[src/rtl/sobel_frame_ctrl.sv]
// Frame controller for the Sobel engine: launches a frame, forwards engine writes to the
// output memory, then streams the whole frame back out over valid/ready.
module sobel_frame_ctrl #(
  parameter int unsigned DATA_WIDTH        = 8,
  parameter int unsigned ADDR_WIDTH        = 16,
  parameter int unsigned IMAGE_ROW_SIZE    = 256,
  parameter int unsigned IMAGE_COLUMN_SIZE = 256,
  parameter int unsigned PIXEL_COUNT       = IMAGE_ROW_SIZE * IMAGE_COLUMN_SIZE,
  parameter int unsigned DRAIN_CYCLES      = 2
) (
  input  logic                  clk_i,
  input  logic                  rst_i,
  input  logic                  start_i,
  output logic                  busy_o,
  output logic                  done_o,
  output logic                  wr_err_o,
  output logic                  eng_start_o,
  input  logic                  eng_finish_i,
  input  logic                  eng_wr_en_i,
  input  logic [ADDR_WIDTH-1:0] eng_addr_i,
  input  logic [DATA_WIDTH-1:0] eng_pixel_i,
  output logic                  mem_wr_en_o,
  output logic [ADDR_WIDTH-1:0] mem_addr_o,
  output logic [DATA_WIDTH-1:0] mem_wdata_o,
  input  logic [DATA_WIDTH-1:0] mem_rdata_i,
  output logic                  pix_valid_o,
  output logic [DATA_WIDTH-1:0] pix_data_o,
  output logic                  pix_last_o,
  input  logic                  pix_ready_i
);

  localparam int unsigned CntW   = $clog2(PIXEL_COUNT + 1);
  localparam int unsigned DrainW = (DRAIN_CYCLES > 1) ? $clog2(DRAIN_CYCLES) : 1;
  localparam logic [CntW-1:0] PixMax  = CntW'(PIXEL_COUNT);
  localparam logic [CntW-1:0] PixLast = CntW'(PIXEL_COUNT - 1);

  typedef enum logic [2:0] {StIdle, StRun, StDrain, StDump, StDone} state_e;

  state_e                state_q, state_d;
  logic [DrainW-1:0]     drain_q, drain_d;
  logic                  fin_q;
  logic                  wr_err_q;
  logic [CntW-1:0]       rd_addr_q;
  logic [CntW-1:0]       pop_cnt_q;
  logic                  inflight_q;
  logic [DATA_WIDTH-1:0] fifo_q [2];
  logic                  wr_ptr_q, rd_ptr_q;
  logic [1:0]            count_q;

  logic       fwd, pop, push, issue, fin_edge, start_acc;
  logic [2:0] credit;

  assign fwd       = (state_q == StRun) || (state_q == StDrain);
  assign fin_edge  = eng_finish_i && !fin_q;
  assign start_acc = (state_q == StIdle) && start_i;

  assign pix_valid_o = (count_q != 2'd0);
  assign pix_data_o  = pix_valid_o ? fifo_q[rd_ptr_q] : '0;
  assign pix_last_o  = pix_valid_o && (pop_cnt_q == PixLast);
  assign pop         = pix_valid_o && pix_ready_i;
  assign push        = inflight_q;

  // Credits cover buffered and in-flight reads so the 2-entry FIFO can never overrun.
  assign credit = {1'b0, count_q} + {2'b0, inflight_q} - {2'b0, pop};
  assign issue  = (state_q == StDump) && (rd_addr_q < PixMax) && (credit < 3'd2);

  assign busy_o      = (state_q != StIdle);
  assign done_o      = (state_q == StDone);
  assign eng_start_o = (state_q == StRun);
  assign wr_err_o    = wr_err_q;

  always_comb begin
    mem_wr_en_o = 1'b0;
    mem_addr_o  = '0;
    mem_wdata_o = '0;
    if (fwd) begin
      mem_wr_en_o = eng_wr_en_i;
      mem_addr_o  = eng_addr_i;
      mem_wdata_o = eng_pixel_i;
    end else if (state_q == StDump) begin
      // Once every address is issued, park on the last one instead of running past the frame.
      mem_addr_o = (rd_addr_q < PixMax) ? ADDR_WIDTH'(rd_addr_q) : ADDR_WIDTH'(PixLast);
    end
  end

  always_comb begin
    state_d = state_q;
    drain_d = drain_q;
    case (state_q)
      StIdle:  if (start_i) state_d = StRun;
      StRun: begin
        if (fin_edge) begin
          state_d = StDrain;
          drain_d = DrainW'(DRAIN_CYCLES - 1);
        end
      end
      StDrain: begin
        if (drain_q == '0) state_d = StDump;
        else               drain_d = drain_q - DrainW'(1);
      end
      StDump:  if (pop && pix_last_o) state_d = StDone;
      StDone:  state_d = StIdle;
      default: state_d = StIdle;
    endcase
  end

  always_ff @(posedge clk_i) begin
    if (rst_i) begin
      state_q    <= StIdle;
      drain_q    <= '0;
      fin_q      <= 1'b0;
      wr_err_q   <= 1'b0;
      rd_addr_q  <= '0;
      pop_cnt_q  <= '0;
      inflight_q <= 1'b0;
      fifo_q[0]  <= '0;
      fifo_q[1]  <= '0;
      wr_ptr_q   <= 1'b0;
      rd_ptr_q   <= 1'b0;
      count_q    <= 2'd0;
    end else begin
      state_q    <= state_d;
      drain_q    <= drain_d;
      fin_q      <= eng_finish_i;
      inflight_q <= issue;
      if (start_acc) wr_err_q <= 1'b0;
      if (eng_wr_en_i && !fwd) wr_err_q <= 1'b1;
      if (start_acc) begin
        rd_addr_q <= '0;
        pop_cnt_q <= '0;
        wr_ptr_q  <= 1'b0;
        rd_ptr_q  <= 1'b0;
        count_q   <= 2'd0;
      end else begin
        if (issue) rd_addr_q <= rd_addr_q + CntW'(1);
        if (push) begin
          fifo_q[wr_ptr_q] <= mem_rdata_i;
          wr_ptr_q         <= ~wr_ptr_q;
        end
        if (pop) begin
          rd_ptr_q  <= ~rd_ptr_q;
          pop_cnt_q <= pop_cnt_q + CntW'(1);
        end
        if (push && !pop)      count_q <= count_q + 2'd1;
        else if (!push && pop) count_q <= count_q - 2'd1;
      end
    end
  end

endmodule

[config.mk]
export PLATFORM = sky130hd
export DESIGN_NAME = sobel_frame_ctrl
export DESIGN_NICKNAME = d
export VERILOG_FILES = /design/src/rtl/sobel_frame_ctrl.sv
export SDC_FILE = /design/constraint.sdc
export NUM_CORES = 1
export LEC_CHECK = 0
export BUFFER_PORTS_ARGS = -buffer_cell sky130_fd_sc_hd__clkbuf_2
export CAP_MARGIN = 0
export CORE_MARGIN = 4
export CORE_UTILIZATION = 60
export CTS_BUF_LIST = sky130_fd_sc_hd__clkbuf_4
export DETAILED_ROUTE_END_ITERATION = 10
export PLACE_DENSITY = 0.87
export RECOVER_POWER = 100
export SYNTH_ARGS = -nofsm -noshare
export SYNTH_HDL_FRONTEND = slang
export SYNTH_SLANG_ARGS = --single-unit
[constraint.sdc]
create_clock -name clk_i -period 4.5 [get_ports clk_i]
set_input_delay 0.9 -clock clk_i [delete_from_list [all_inputs] [get_ports clk_i]]
set_output_delay 0.9 -clock clk_i [all_outputs]
set_load 0.01 [all_outputs]
# [Word-level counts from Yosys, hierarchy flattened]
# Memory sizes are Yosys's and may differ from the RTL's. A register that Yosys moved wholly into a read port is not among the register bits.
# Index checks and enable logic that the tools add are counted.
[word_totals] ff_bits=45 mem_bits_rw=16 output_inout_bits=39 word_cells=85 n_memories=1
[op_classes] add_sub_neg=7 order_cmp=2 n_eq_ne=9 mux=29 n_bitwise=2 reduce_logical=25
[mem_list] name="fifo_q" words=2 width=8 read_ports=1 rd_ports_with_merged_regs=1 write_ports=2 line_no="46" rtl="logic [DATA_WIDTH-1:0] fifo_q [2];"
[ops] operator="$mux 16" count=3
[ops] operator="$add 17x1->17 const B" count=2
[ops] operator="$mux 8" count=3
[ops] operator="$eq 17x16->1 const B" count=1
[ops] operator="$lt 17x17->1 const B" count=1
[ops] operator="$mux 1" count=15
[ops] operator="$mux 3" count=4
[ops] operator="$pmux 3 s4" count=1
[ops] operator="$logic_and 1x1->1" count=10
[ops] operator="$reduce_bool 2->1" count=4
[ops] operator="$reduce_or 8->1" count=1
[ops] operator="$eq 3x2->1 const B" count=2
[ops] operator="$logic_not 1->1" count=4
[ops] operator="$mux 2" count=2
[ops] operator="$ne 2x1->1 const B" count=2
[ops] operator="$ne 2x2->1 const B" count=2
[ops] operator="$reduce_and 4->1" count=1
[ops] operator="$add 2x1->3" count=1
[ops] operator="$eq 3x1->1 const B" count=1
[ops] operator="$eq 3x3->1 const B" count=1
[ops] operator="$logic_not 3->1" count=1
[ops] operator="$lt 3x2->1 const B" count=1
[ops] operator="$reduce_bool 3->1" count=1
[ops] operator="$sub 3x1->3" count=1
[ops] operator="8 further kinds" count=9

# [Logic depth before layout (Yosys ltp)]
[logic_depth] depth_word=7 mapped_depth=12 depth_no_buf=9

# [Worst setup path after synthesis]
# No wires, ideal clock.
[synth_timing] path_type="input port to flip-flop" start="input pix_ready_i" end="register rd_addr_q[12]" arrival_time_ns=2.984 t_required_ns=4.430 path_slack_ns=1.447 cell_stages=10 path_buffers=1 cell_sequence="o21a_4 -> buf_12 -> inv_6 -> nor2_1 -> o21ai_0 -> fa_1 -> nor2b_1 -> nand4_2 -> or4_1 -> a21oi_1"
[synth_via] elab_chain_len=4
[synth_lines] element="start: declaration" line_no="29" rtl="input logic pix_ready_i"
[synth_lines] element="$logic_and 1x1->1" line_no="60" rtl="assign pop = pix_valid_o && pix_ready_i;"
[synth_lines] element="$sub 3x1->3" line_no="64" rtl="assign credit = {1'b0, count_q} + {2'b0, inflight_q} - {2'b0, pop};"
[synth_lines] element="$lt 3x2->1" line_no="65" rtl="assign issue = (state_q == StDump) && (rd_addr_q < PixMax) && (credit < 3'd2);"
[synth_lines] element="$logic_and 1x1->1" line_no="65"
[synth_lines] element="end signal: assignment" line_no="135" rtl="if (issue) rd_addr_q <= rd_addr_q + CntW'(1);"
[synth_lines] element="end: declaration" line_no="43" rtl="logic [CntW-1:0] rd_addr_q;"
# Every way passes these cells.
# A chain may end at the register's enable or synchronous reset.

# [Worst setup path after layout]
[layout_timing] start="register count_q[1]" end="register rd_addr_q[8]"
[layout_via] elab_chain_len=5
[layout_lines] element="start: declaration" line_no="48" rtl="logic [1:0] count_q;"
[layout_lines] element="start signal: assignment" line_no="144" rtl="if (push && !pop) count_q <= count_q + 2'd1;"
[layout_lines] element="start signal: assignment" line_no="145" rtl="else if (!push && pop) count_q <= count_q - 2'd1;"
[layout_lines] element="branches (longest 2 deep; another with $add 2x1->3)"
[layout_lines] element="$sub 3x1->3 *" line_no="64"
[layout_lines] element="$lt 3x2->1 *" line_no="65"
[layout_lines] element="$logic_and 1x1->1 *" line_no="65"
# Every way passes the cells marked *.

==> flow_summary_export.csv <==
group,metric,value,unit
setup_path,cp_max_fo,19,
logic_synthesis,synth_fp_nets,415,
cells_and_area,fin_nets,481,
status,status,"complete, but fails checks",
setup_path,cp_slowest_cell,"or4_1",
timing,tns,0,ns
cts,cts_buffer_depth,2,
logic_synthesis,synth_commonest_cells,"nor2_1, dfxtp_1, o21ai_0",
die,num_rows,26,
run,max_cap_violations,1,
timing,worst-slew-pin-transition,2.12,ns
cts,root_buffer,"clkbuf_4",
setup_path,worst-path-buf-inv,1,
cts,postCtsSetupBuffers,0,
detailed_routing,via_per_inst,5.60,
timing,timing.fmax,275,MHz
timing,skew,0.00977,ns
timing,timing.final.crit_share,80.9,%
cells_and_area,multi_input_area,1660,um^2
setup_path,critPathTopFamily,"simple AND/OR/NAND/NOR gates",
cells_and_area,stdcell_count,513,
global_route,grt_antenna_before_repair,0,
global_route,grt_first_pass_wirelength,11300,um
setup_path,required,4.80,ns
global_route,grt_overflow_total,0,
logic_synthesis,ys_ff_latch,62,
die,initial_core_util,62.5,%
timing,rsz0062_at_grt,"no",
global_route,grt_use_total,22.3,%
cells_and_area,regArea,1400,um^2
logic_synthesis,syn_inst,372,
die,num_io_pins,77,
logic_synthesis,async_reset_ff_share,0,%
timing,drv_slew,39,
cells_and_area,area_growth,13.3,%
setup_path,start_kind,"flip-flop",
detailed_routing,drc,0,
setup_path,crit_type,"flip-flop to flip-flop",
power,p_leak,1.29,nW
global_route,grt_pass1_vias,2600,
setup_path,crit_chain,"o21a_1, inv_6, nor2_1, o21ai_0, fa_1, nor2b_1, nand4_1, or4_1, a21oi_1",
cts,ctsResizeCount,0,
die,core,5170,um^2
cells_and_area,antennaDiodeCount,0,
cts,cts_tree,"done",
cells_and_area,post_route_cells_drive_above_1_share,13.1,%
logic_synthesis,synth_warnings,0,
logic_synthesis,syn-cell-area,3230,um^2
place,port_buffers,76,
power,power_density,310,nW/um^2
cells_and_area,n_fill_cell,429,
place,gp_congestion,0.792,
setup_path,worstSetupEndpointType,"flip-flop",
cts,clk_pin_slew,0.10,ns
setup_path,cpPeakStageDelay,0.68,ns
global_route,grt_max_degree,39,
detailed_routing,drtAntennaViolNets,0,
cts,cts_buffers,9,
timing,period_needed,3.64,ns
logic_synthesis,netlist_top_cells_area,"dfxtp_1, edfxtp_1, nor2_1",
cts,clk_latency,0.40,ns
timing,final-setup-viol-count,0,
status,violations,"capacitance limit, slew limit",
cts,htreeDepth,3,
logic_synthesis,yosysUniqueCellTypes,46,
logic_synthesis,synth.largest_area_cell,"dfxtp_1",
logic_synthesis,synthFlopType,"dfxtp_1",
detailed_routing,vias,2874,
min_path,hp-class,"flip-flop to flip-flop",
cells_and_area,final_cell_area,3660,um^2
cts,hold_buffers,0,
cts,cts_sinks,62,
detailed_routing,wl_per_cell,13.9,um
place,hpwl,5250,um
timing,relSlewSlack,-41.1,%
die,die_area,6630,um^2
setup_path,cp_data_arrival_time,3.94,ns
logic_synthesis,ys_seq_area_share,43.3,%
power,ir_drop,0.237,mV
power,total_power,0.00114,W
detailed_routing,drt-initial-drc-count,166,
timing,hold_violations,0,
die,die_h,81.4,um
die,die_w,81.4,um
place,dp_cells,497,
logic_synthesis,synth.most_common_cell,"nor2_1",
detailed_routing,wl,7120,um
place,placed_area,3580,um^2
logic_synthesis,yosys.area.top_type_share,28.5,%
detailed_routing,first_pass_iters,4,
logic_synthesis,synth-edff-count,16,
logic_synthesis,syn_area_per_cell,8.69,um^2
-- tightest hold or removal path, stage by stage, from the launching register on --
cell and delay [ns]:
dfxtp_1 0.34, nand2_1 0.04, o21ai_0 0.05
-- power breakdown --
part	internal [W]	total (W)	switching [W]	leakage (nW)
clock	0.000226	0.000417	0.000192	0.0829
combinational	0.0000490	0.000128	0.0000793	0.668
sequential	0.000581	0.000590	0.00000953	0.537
-- kinds of logic after synthesis --
kind of cell               Yosys count  share of synthesized area (%)
AOI/OAI and AO/OA                   64                           11.4
buffers and inverters               27                           4.87
xor gates and xnor gates            21                           5.92
DFF                                 62                           43.3
and+or+nand+nor                    184                           29.6
muxes                                9                           2.79
adders and majority gates            5                           2.17
-- stage by stage --
step                      worst slack (ns)  utilization, %  hold WS [ns]
after CTS                             1.34            72.1         0.465
after detailed placement             0.962            69.1         0.444
after global placement                1.04            69.1         0.437
final                                0.859            70.9         0.465
after global routing                 0.534            70.9         0.491
after floorplan                       1.45               -         0.454
-- layer usage --
metal,track usage (%),up-vias,part of all wire (%),wire [um]
met5,0,-,0,0
met4,8.95,0,1.9,132
met3,5.37,13,7.0,500
met2,39.5,92,50,3530
met1,25.9,1332,41,2950
li1,-,1437,-,-
-- area by class of cell --
cell class / count / area share (%)
Tap cell: 70 / 2.39
Inverter: 5 / 0.649
Timing Repair Buffer: 77 / 9.25
Clock inverter: 6 / 2.08
Clock buffer: 10 / 2.05
Multi-Input combinational cell: 283 / 45.3
Sequential cell: 62 / 38.2
-- registers in the layout, summed over array words and instances, names as in the netlist, named ones only --
name        cells
count_q         2
drain_q         1
fifo_q         16
fin_q           1
inflight_q      1
pop_cnt_q      17
rd_addr_q      17
rd_ptr_q        1
state_q         3
wr_err_o        1
wr_ptr_q        1
-- final timing paths --
check | startpoint | to | slack (ns) | cells past startpoint
setup reg to reg | count_q[1] | rd_addr_q[8] | 0.86 | 9
hold / removal | wr_err_o | wr_err_o | 0.46 | 2
hold reg to reg | wr_err_o | wr_err_o | 0.46 | 2
setup / recovery | count_q[1] | rd_addr_q[8] | 0.86 | 9
-- layout by cell type, fill, tap and decap left out, types with 3 or more instances in the layout --
master,netlist,routed
xor2_1,11,11
and4_1,3,3
and3_1,5,5
and2_1,26,9
nand2_1,31,31
nor2b_1,4,4
o21ai_0,32,32
clkbuf_2,0,40
and2_0,0,17
nor2_1,52,52
nor4_1,4,4
or3_1,13,13
nand4_1,11,12
nand3_1,11,11
clkbuf_1,10,37
o21a_1,2,3
a21oi_1,19,19
or4_1,5,5
inv_1,4,4
edfxtp_1,16,16
mux2i_1,9,9
xnor2_1,9,9
clkbuf_4,0,10
o31ai_1,5,5
nor3_1,7,7
dfxtp_1,46,46
clkinv_1,0,3
ha_1,4,4
Note: power is estimated with default switching activity, not from simulation.
